[config.mk]
export PLATFORM = sky130hd
export DESIGN_NAME = ig_stream
export DESIGN_NICKNAME = d
export VERILOG_FILES = /design/src/rtl/ig_pkg.sv /design/src/rtl/ig_line_buf.sv /design/src/rtl/ig_stream.sv
export SDC_FILE = /design/constraint.sdc
export NUM_CORES = 2
export LEC_CHECK = 0
export CORE_MARGIN = 3
export CORE_UTILIZATION = 40
export CTS_CLUSTER_SIZE = 20
export DETAILED_ROUTE_END_ITERATION = 6
export MAX_ROUTING_LAYER = met4
export PLACE_DENSITY = 0.63
export REMOVE_ABC_BUFFERS = 1
export SETUP_SLACK_MARGIN = 0.15
export SYNTH_ARGS = -nofsm -noshare
export SYNTH_HDL_FRONTEND = slang
export SYNTH_SLANG_ARGS = --single-unit
export TNS_END_PERCENT = 10
[constraint.sdc]
create_clock -name clk -period 5.25 [get_ports clk]
set_input_delay 1.05 -clock clk [delete_from_list [all_inputs] [get_ports clk]]
set_output_delay 1.05 -clock clk [all_outputs]
set_load 0.02 [all_outputs]
[src/rtl/ig_pkg.sv]
// ig_pkg: shared types and helpers for the image-gradient stream engine.
//   state_t   : controller states
//   grad_w    : width of one signed gradient component for a given pixel width
//   pack_grad : packs {gx, gy} into one word, gx in the upper field
package ig_pkg;

    typedef enum logic [1:0] {IDLE, READ, FLUSH, DRAIN} state_t;

    // One extra bit holds the sign of a difference of two unsigned pixels.
    function automatic int unsigned grad_w(input int unsigned pix_w);
        return pix_w + 1;
    endfunction

    // Each field is masked to gw bits so the lower field cannot spill upward.
    function automatic logic [63:0] pack_grad(input logic [31:0] gx,
                                              input logic [31:0] gy,
                                              input int unsigned gw);
        logic [63:0] mask;
        mask = (64'(1) << gw) - 64'(1);
        return ((64'(gx) & mask) << gw) | (64'(gy) & mask);
    endfunction

endpackage

[src/rtl/ig_line_buf.sv]
// ig_line_buf: DEPTH-entry circular delay line, one push per enabled cycle.
//   clk, reset : clock, asynchronous active-high reset (pointer only)
//   en         : push din this cycle
//   din        : pixel pushed
//   dout_c     : pixel pushed DEPTH enables earlier (read before the write)
module ig_line_buf
    import ig_pkg::*;
#(
    parameter int unsigned DEPTH = 256,
    parameter int unsigned WIDTH = 8
) (
    input  logic             clk,
    input  logic             reset,
    input  logic             en,
    input  logic [WIDTH-1:0] din,
    output logic [WIDTH-1:0] dout_c
);

    localparam int unsigned PW = (DEPTH > 1) ? $clog2(DEPTH) : 1;

    logic [PW-1:0]    ptr;
    logic [WIDTH-1:0] mem [DEPTH];

    // Wrap-around pointer; storage itself needs no reset.
    always_ff @(posedge clk or posedge reset) begin
        if (reset) begin
            ptr <= '0;
        end else if (en) begin
            ptr <= (ptr == PW'(DEPTH - 1)) ? '0 : ptr + PW'(1);
        end
    end

    always_ff @(posedge clk) begin
        if (en) begin
            mem[ptr] <= din;
        end
    end

    assign dout_c = mem[ptr];

endmodule

[src/rtl/ig_stream.sv]
// ig_stream: streams an IMG_W x IMG_H frame from image RAM in raster order
// and writes forward-difference gradients {gx, gy} to gradient RAM.
// Optional macro IG_BORDER_EN: also write border pixels using replicated
// neighbours (adds a FLUSH phase); otherwise border writes are suppressed.
//   clk, reset : clock, asynchronous active-high reset
//   start      : frame request, sampled in IDLE (not in the done cycle)
//   busy, done : frame in progress / one-cycle completion pulse
//   img_rd, img_addr, img_di    : image read port, data one cycle after img_rd
//   grad_wr, grad_addr, grad_do : gradient write port, {gx, gy} signed fields
module ig_stream
    import ig_pkg::*;
#(
    parameter int unsigned IMG_W  = 256,
    parameter int unsigned IMG_H  = 256,
    parameter int unsigned PIX_W  = 8,
    parameter int unsigned ADDR_W = 16
) (
    input  logic                   clk,
    input  logic                   reset,
    input  logic                   start,
    output logic                   busy,
    output logic                   done,
    output logic                   img_rd,
    output logic [ADDR_W-1:0]      img_addr,
    input  logic [PIX_W-1:0]       img_di,
    output logic                   grad_wr,
    output logic [ADDR_W-1:0]      grad_addr,
    output logic [2*(PIX_W+1)-1:0] grad_do
);

    localparam int unsigned GW = grad_w(PIX_W);
    localparam int unsigned DW = 2 * GW;
    localparam int unsigned N  = IMG_W * IMG_H;
    localparam int unsigned XW = $clog2(IMG_W);
    localparam int unsigned YW = $clog2(IMG_H);
    localparam int unsigned CW = $clog2(IMG_W + 2);
    localparam logic [ADDR_W-1:0] LAST_ADDR = ADDR_W'(N - 1);

    state_t            state, state_n;
    logic [CW-1:0]     cnt, cnt_n;
    logic              busy_n, done_n, img_rd_n;
    logic [ADDR_W-1:0] img_addr_n;

    // State register.
    always_ff @(posedge clk or posedge reset) begin
        if (reset) begin
            state <= IDLE;
            cnt   <= '0;
        end else begin
            state <= state_n;
            cnt   <= cnt_n;
        end
    end

    // Next-state logic; cnt times FLUSH (IMG_W+1 cycles) and DRAIN (2 cycles).
    always_comb begin
        state_n = state;
        cnt_n   = cnt;
        case (state)
            IDLE: begin
                if (start && !done) begin
                    state_n = READ;
                    cnt_n   = '0;
                end
            end
            READ: begin
                if (img_addr == LAST_ADDR) begin
`ifdef IG_BORDER_EN
                    state_n = FLUSH;
`else
                    state_n = DRAIN;
`endif
                    cnt_n = '0;
                end
            end
            FLUSH: begin
                if (cnt == CW'(IMG_W)) begin
                    state_n = DRAIN;
                    cnt_n   = '0;
                end else begin
                    cnt_n = cnt + CW'(1);
                end
            end
            DRAIN: begin
                if (cnt == CW'(1)) begin
                    state_n = IDLE;
                    cnt_n   = '0;
                end else begin
                    cnt_n = cnt + CW'(1);
                end
            end
            default: state_n = IDLE;
        endcase
    end

    // Next values of the registered control outputs.
    always_comb begin
        busy_n     = (state_n != IDLE);
        done_n     = (state == DRAIN) && (state_n == IDLE);
        img_rd_n   = (state_n == READ);
        img_addr_n = img_addr;
        if (state == IDLE && state_n == READ) begin
            img_addr_n = '0;
        end else if (state == READ && state_n == READ) begin
            img_addr_n = img_addr + ADDR_W'(1);
        end
    end

    always_ff @(posedge clk or posedge reset) begin
        if (reset) begin
            busy     <= 1'b0;
            done     <= 1'b0;
            img_rd   <= 1'b0;
            img_addr <= '0;
        end else begin
            busy     <= busy_n;
            done     <= done_n;
            img_rd   <= img_rd_n;
            img_addr <= img_addr_n;
        end
    end

    // ---------------- gradient pipeline ----------------
    logic              rd_q;
    logic              pipe_en;
    logic [PIX_W-1:0]  pix_in, lb_out, cur_q, lb_q;
    logic [CW-1:0]     fill;
    logic [XW-1:0]     xj;
    logic [YW-1:0]     yj;
    logic [ADDR_W-1:0] jaddr;
    logic [GW-1:0]     gx, gy, gx_e, gy_e;
    logic              last_col, last_row, wr_ok, emit;

`ifdef IG_BORDER_EN
    logic flush_q;
    // During FLUSH the last real pixel is recirculated; its value only feeds
    // components that are forced to zero below.
    assign pipe_en = rd_q | flush_q;
    assign pix_in  = flush_q ? cur_q : img_di;
`else
    assign pipe_en = rd_q;
    assign pix_in  = img_di;
`endif

    ig_line_buf #(
        .DEPTH (IMG_W),
        .WIDTH (PIX_W)
    ) u_line_buf (
        .clk    (clk),
        .reset  (reset),
        .en     (pipe_en),
        .din    (pix_in),
        .dout_c (lb_out)
    );

    // With pixel k entering: lb_out = p(j+1), lb_q = p(j), cur_q = p(j+IMG_W),
    // where j = k - (IMG_W+1).
    assign gx       = GW'(lb_out) - GW'(lb_q);
    assign gy       = GW'(cur_q) - GW'(lb_q);
    assign last_col = (xj == XW'(IMG_W - 1));
    assign last_row = (yj == YW'(IMG_H - 1));
    assign emit     = pipe_en && (fill == CW'(IMG_W + 1));

`ifdef IG_BORDER_EN
    assign gx_e  = last_col ? '0 : gx;
    assign gy_e  = last_row ? '0 : gy;
    assign wr_ok = 1'b1;
`else
    assign gx_e  = gx;
    assign gy_e  = gy;
    assign wr_ok = !last_col && !last_row;
`endif

    // Pipeline registers, output-coordinate tracking and the gradient write.
    always_ff @(posedge clk or posedge reset) begin
        if (reset) begin
            rd_q      <= 1'b0;
`ifdef IG_BORDER_EN
            flush_q   <= 1'b0;
`endif
            cur_q     <= '0;
            lb_q      <= '0;
            fill      <= '0;
            xj        <= '0;
            yj        <= '0;
            jaddr     <= '0;
            grad_wr   <= 1'b0;
            grad_addr <= '0;
            grad_do   <= '0;
        end else begin
            rd_q    <= img_rd;
`ifdef IG_BORDER_EN
            flush_q <= (state == FLUSH);
`endif
            grad_wr <= 1'b0;
            if (state == IDLE) begin
                fill  <= '0;
                xj    <= '0;
                yj    <= '0;
                jaddr <= '0;
            end else if (pipe_en) begin
                cur_q <= pix_in;
                lb_q  <= lb_out;
                if (!emit) begin
                    fill <= fill + CW'(1);
                end else begin
                    if (wr_ok) begin
                        grad_wr   <= 1'b1;
                        grad_addr <= jaddr;
                        grad_do   <= DW'(pack_grad(32'(gx_e), 32'(gy_e), GW));
                    end
                    jaddr <= jaddr + ADDR_W'(1);
                    if (last_col) begin
                        xj <= '0;
                        yj <= yj + YW'(1);
                    end else begin
                        xj <= xj + XW'(1);
                    end
                end
            end
        end
    end

endmodule
==> flow_metrics.py <==
metrics = {
    "floorplanning": {
        "die_x_um": 469,
        "die_y_um": 469,
        "dieArea_um2": 220000,
        "pin_count": 65,
        "core_area_um2": 213000,
        "initial_utilization_pct": 40.3,
        "rows": 169,
    },
    "grt": {
        "grt_use_total_pct": 19.7,
        "grt_max_degree": 137,
        "grt_pass1_wl_um": 311000,
        "first_global_vias": 44700,
        "antenna_found_initial": 3,
        "overflow": 0,
    },
    "synth": {
        "yosysWarnings": 0,
        "ys_seq_elements": 2179,
        "synth_edf_count": 2048,
        "ys_seq_area_share_pct": 75.5,
        "ys.flop_type": "edfxtp_1",
        "syn_inst": 4632,
        "synth_cell_types": 62,
        "synth_area_um2": 85800,
        "avgSynthCellArea_um2": 18.5,
        "ys_async_sr_fraction_pct": 6.01,
    },
    "cts": {
        "cts_tree": "yes",
        "clk_pin_slew_worst_paths_ps": 60,
        "clkSinkCount": 2179,
        "cts.path.max_buffers": 3,
        "htreeDepth": 4,
        "cts.root.buffer_cell": "clkbuf_16",
        "insertion_delay_ps": 870,
        "hold_buffers": 0,
        "numCtsBuffers": 215,
    },
    "sta": {
        "min_period_over_period_pct": 93.1,
        "fin_setup_tns_ps": 0,
        "tightest_slew_ps": 1320,
        "slew_violations": 0,
        "fmax_mhz": 205,
        "hold_viol": 0,
        "period_minus_slack_ps": 4890,
        "finalSetupViolations": 0,
        "rsz0062_at_grt": "true",
        "skew_ps": 60.7,
        "slew_headroom_pct": 11.3,
    },
    "place": {
        "place.gp.congestion": 0.858,
        "port-buffer-count": 64,
        "hpwl_um": 134000,
    },
    "worst_setup_path": {
        "cp.required_ps": 5940,
        "cp.arrival_ps": 5580,
        "timing.rr.end": "grad_do[15]",
        "r2r-start": "u_line_buf.ptr[0]",
        "worst-path-max-fanout": 17,
        "startpoint": "u_line_buf.ptr[0]",
        "worst-setup-path-type": "reg -> reg",
        "reg2reg_slack_ps": 360,
        "reg2regPathDepth": 16,
        "cp-end-kind": "flop",
        "start_kind": "flop",
    },
    "min_path": {
        "whs_path_depth": 0,
        "min_from": "img_rd",
        "hold_class": "reg -> reg",
        "holdPathEnd": "pipe_en",
    },
    "drt": {
        "antenna_left": 0,
        "wire_per_inst_um": 26.6,
        "drtIter0Drc": 5137,
        "vias": 44700,
        "drt-total-wl_um": 211000,
        "drc": 0,
        "vias_per_cell": 5.63,
        "dr.pass1.iters": 6,
    },
    "pwr": {
        "report.power.total_mw": 47.2,
        "p_leak_nw": 32.4,
        "ir_drop_uv": 367,
        "powerDensity_nw_per_um2": 479,
    },
    "status": {
        "status": "complete, no violations",
    },
    "layout": {
        "seqCellArea_um2": 64800,
        "layout-drive-gt1-share_pct": 19.6,
        "layout.nets": 4968,
        "final_common_cell": "edfxtp_1",
        "area_growth_syn_to_layout_pct": 14.7,
        "multiInputGateArea_um2": 19800,
        "n_fill_cell": 17900,
        "final_cell_mix": "edfxtp_1 (2,048), mux2i_1 (381), nor2_1 (344), mux4_2 (332), nand2_1 (262)",
        "final_util_pct": 46.2,
    },
    "job": {
        "cap_violations": 0,
    },
}
[how the worst max path moves through the flow]
stage,to,depth (start not counted)
global placement,grad_do[17],16
detailed placement,grad_do[15],16
finish,grad_do[15],16
global route,grad_do[15],18
CTS,grad_do[15],16
floorplan,grad_do[16],15
[synthesized netlist by cell type, drive strengths merged, types with 24 or more instances]
cell type | instances | area (um2)
a21oi | 78 | 390
a221oi | 52 | 462
a22oi | 138 | 1040
a31oi | 25 | 156
buf | 149 | 865
clkbuf | 107 | 402
dfrtp | 131 | 3280
edfxtp | 2048 | 61500
ha | 30 | 375
inv | 28 | 105
mux2 | 35 | 394
mux2i | 381 | 3810
mux4 | 332 | 7480
nand2 | 262 | 983
nand3 | 104 | 521
nand4 | 51 | 319
nor2 | 348 | 1310
nor3 | 24 | 125
o21ai | 74 | 370
xor2 | 38 | 333
[cell families (layout without fill, tap and decap cells)]
| kind of cell | after synthesis | count (layout) | share of synthesized area, % |
|---|---|---|---|
| fa+ha+maj | 32 | 32 | 0.484 |
| xor+xnor | 58 | 58 | 0.592 |
| compound gates | 466 | 466 | 3.75 |
| mux | 748 | 748 | 13.6 |
| flops | 2179 | 2179 | 75.5 |
| simple gates | 865 | 865 | 4.43 |
| buf+inv | 284 | 758 | 1.60 |
| other cells | 0 | 3 | 0 |
[routing by layer]
metal	up-vias	routed length, um	part of all wire [%]	GRT usage [%]
li1	19200	-	-	-
met5	-	0	0	-
met2	1755	101000	48	30.4
met3	330	15100	7.2	3.40
met1	23400	89200	42	26.9
met4	0	5760	2.7	5.79
[critical path, cell delays in order (launching register included)]
cell	delay, ps
dfrtp_4	450
buf_12	170
buf_12	210
buf_4	260
mux4_2	580
a32o_1	250
a221oi_1	550
nand3_1	180
a21oi_2	440
a21oi_1	300
ha_1	390
a21oi_1	210
o21bai_1	80
a21oi_1	220
buf_4	150
xor2_1	150
o21ai_0	90
[timing repair]
item,CTS,global route
cloned,0,0
setup endpoints to repair,4,4
resized for setup,4,4
endpoints found under the hold margin,0,0
buffers inserted,1,16
[registers in the layout, indices dropped and copies added (netlist names)]
| name | flops |
|---|---|
| cur_q | 8 |
| busy | 1 |
| done | 1 |
| fill | 9 |
| state | 2 |
| img_addr | 16 |
| pipe_en | 1 |
| cnt | 9 |
| u_line_buf.ptr | 8 |
| yj | 8 |
| xj | 8 |
| lb_q | 8 |
| grad_addr | 16 |
| grad_wr | 1 |
| u_line_buf.mem | 2048 |
| img_rd | 1 |
| grad_do | 18 |
| jaddr | 16 |
[layout make-up]
type,count,area share [%]
Sequential cell,2179,65.9
Clock inverter,140,1.43
Timing Repair Buffer,332,3.24
Clock buffer,258,5.66
Inverter,28,0.112
Antenna cell,3,0.00763
Multi-Input combinational cell,2169,20.1
Tap cell,2821,3.59
[metrics by stage]
stage / hold WS [ps] / area [um2] / setup slack [ps] / cells
4_1_cts: 417 / 98200 / 162 / 7910
6_report: 416 / 98400 / 362 / 7930
5_1_grt: 429 / 98400 / 140 / 7929
3_3_place_gp: 395 / 91200 / -29.9 / 7511
2_1_floorplan: 455 / 84500 / -18140 / 4376
3_5_place_dp: 395 / 91200 / -27.0 / 7511
[where the power goes]
| group | internal [mW] | total, mW | leakage, nW | switching, mW |
|---|---|---|---|---|
| clock network | 8.45 | 15.1 | 3.39 | 6.67 |
| logic | 4.95 | 12.3 | 8.85 | 7.39 |
| registers | 19.4 | 19.7 | 20.1 | 0.256 |
(Power assumes the default switching activity.)
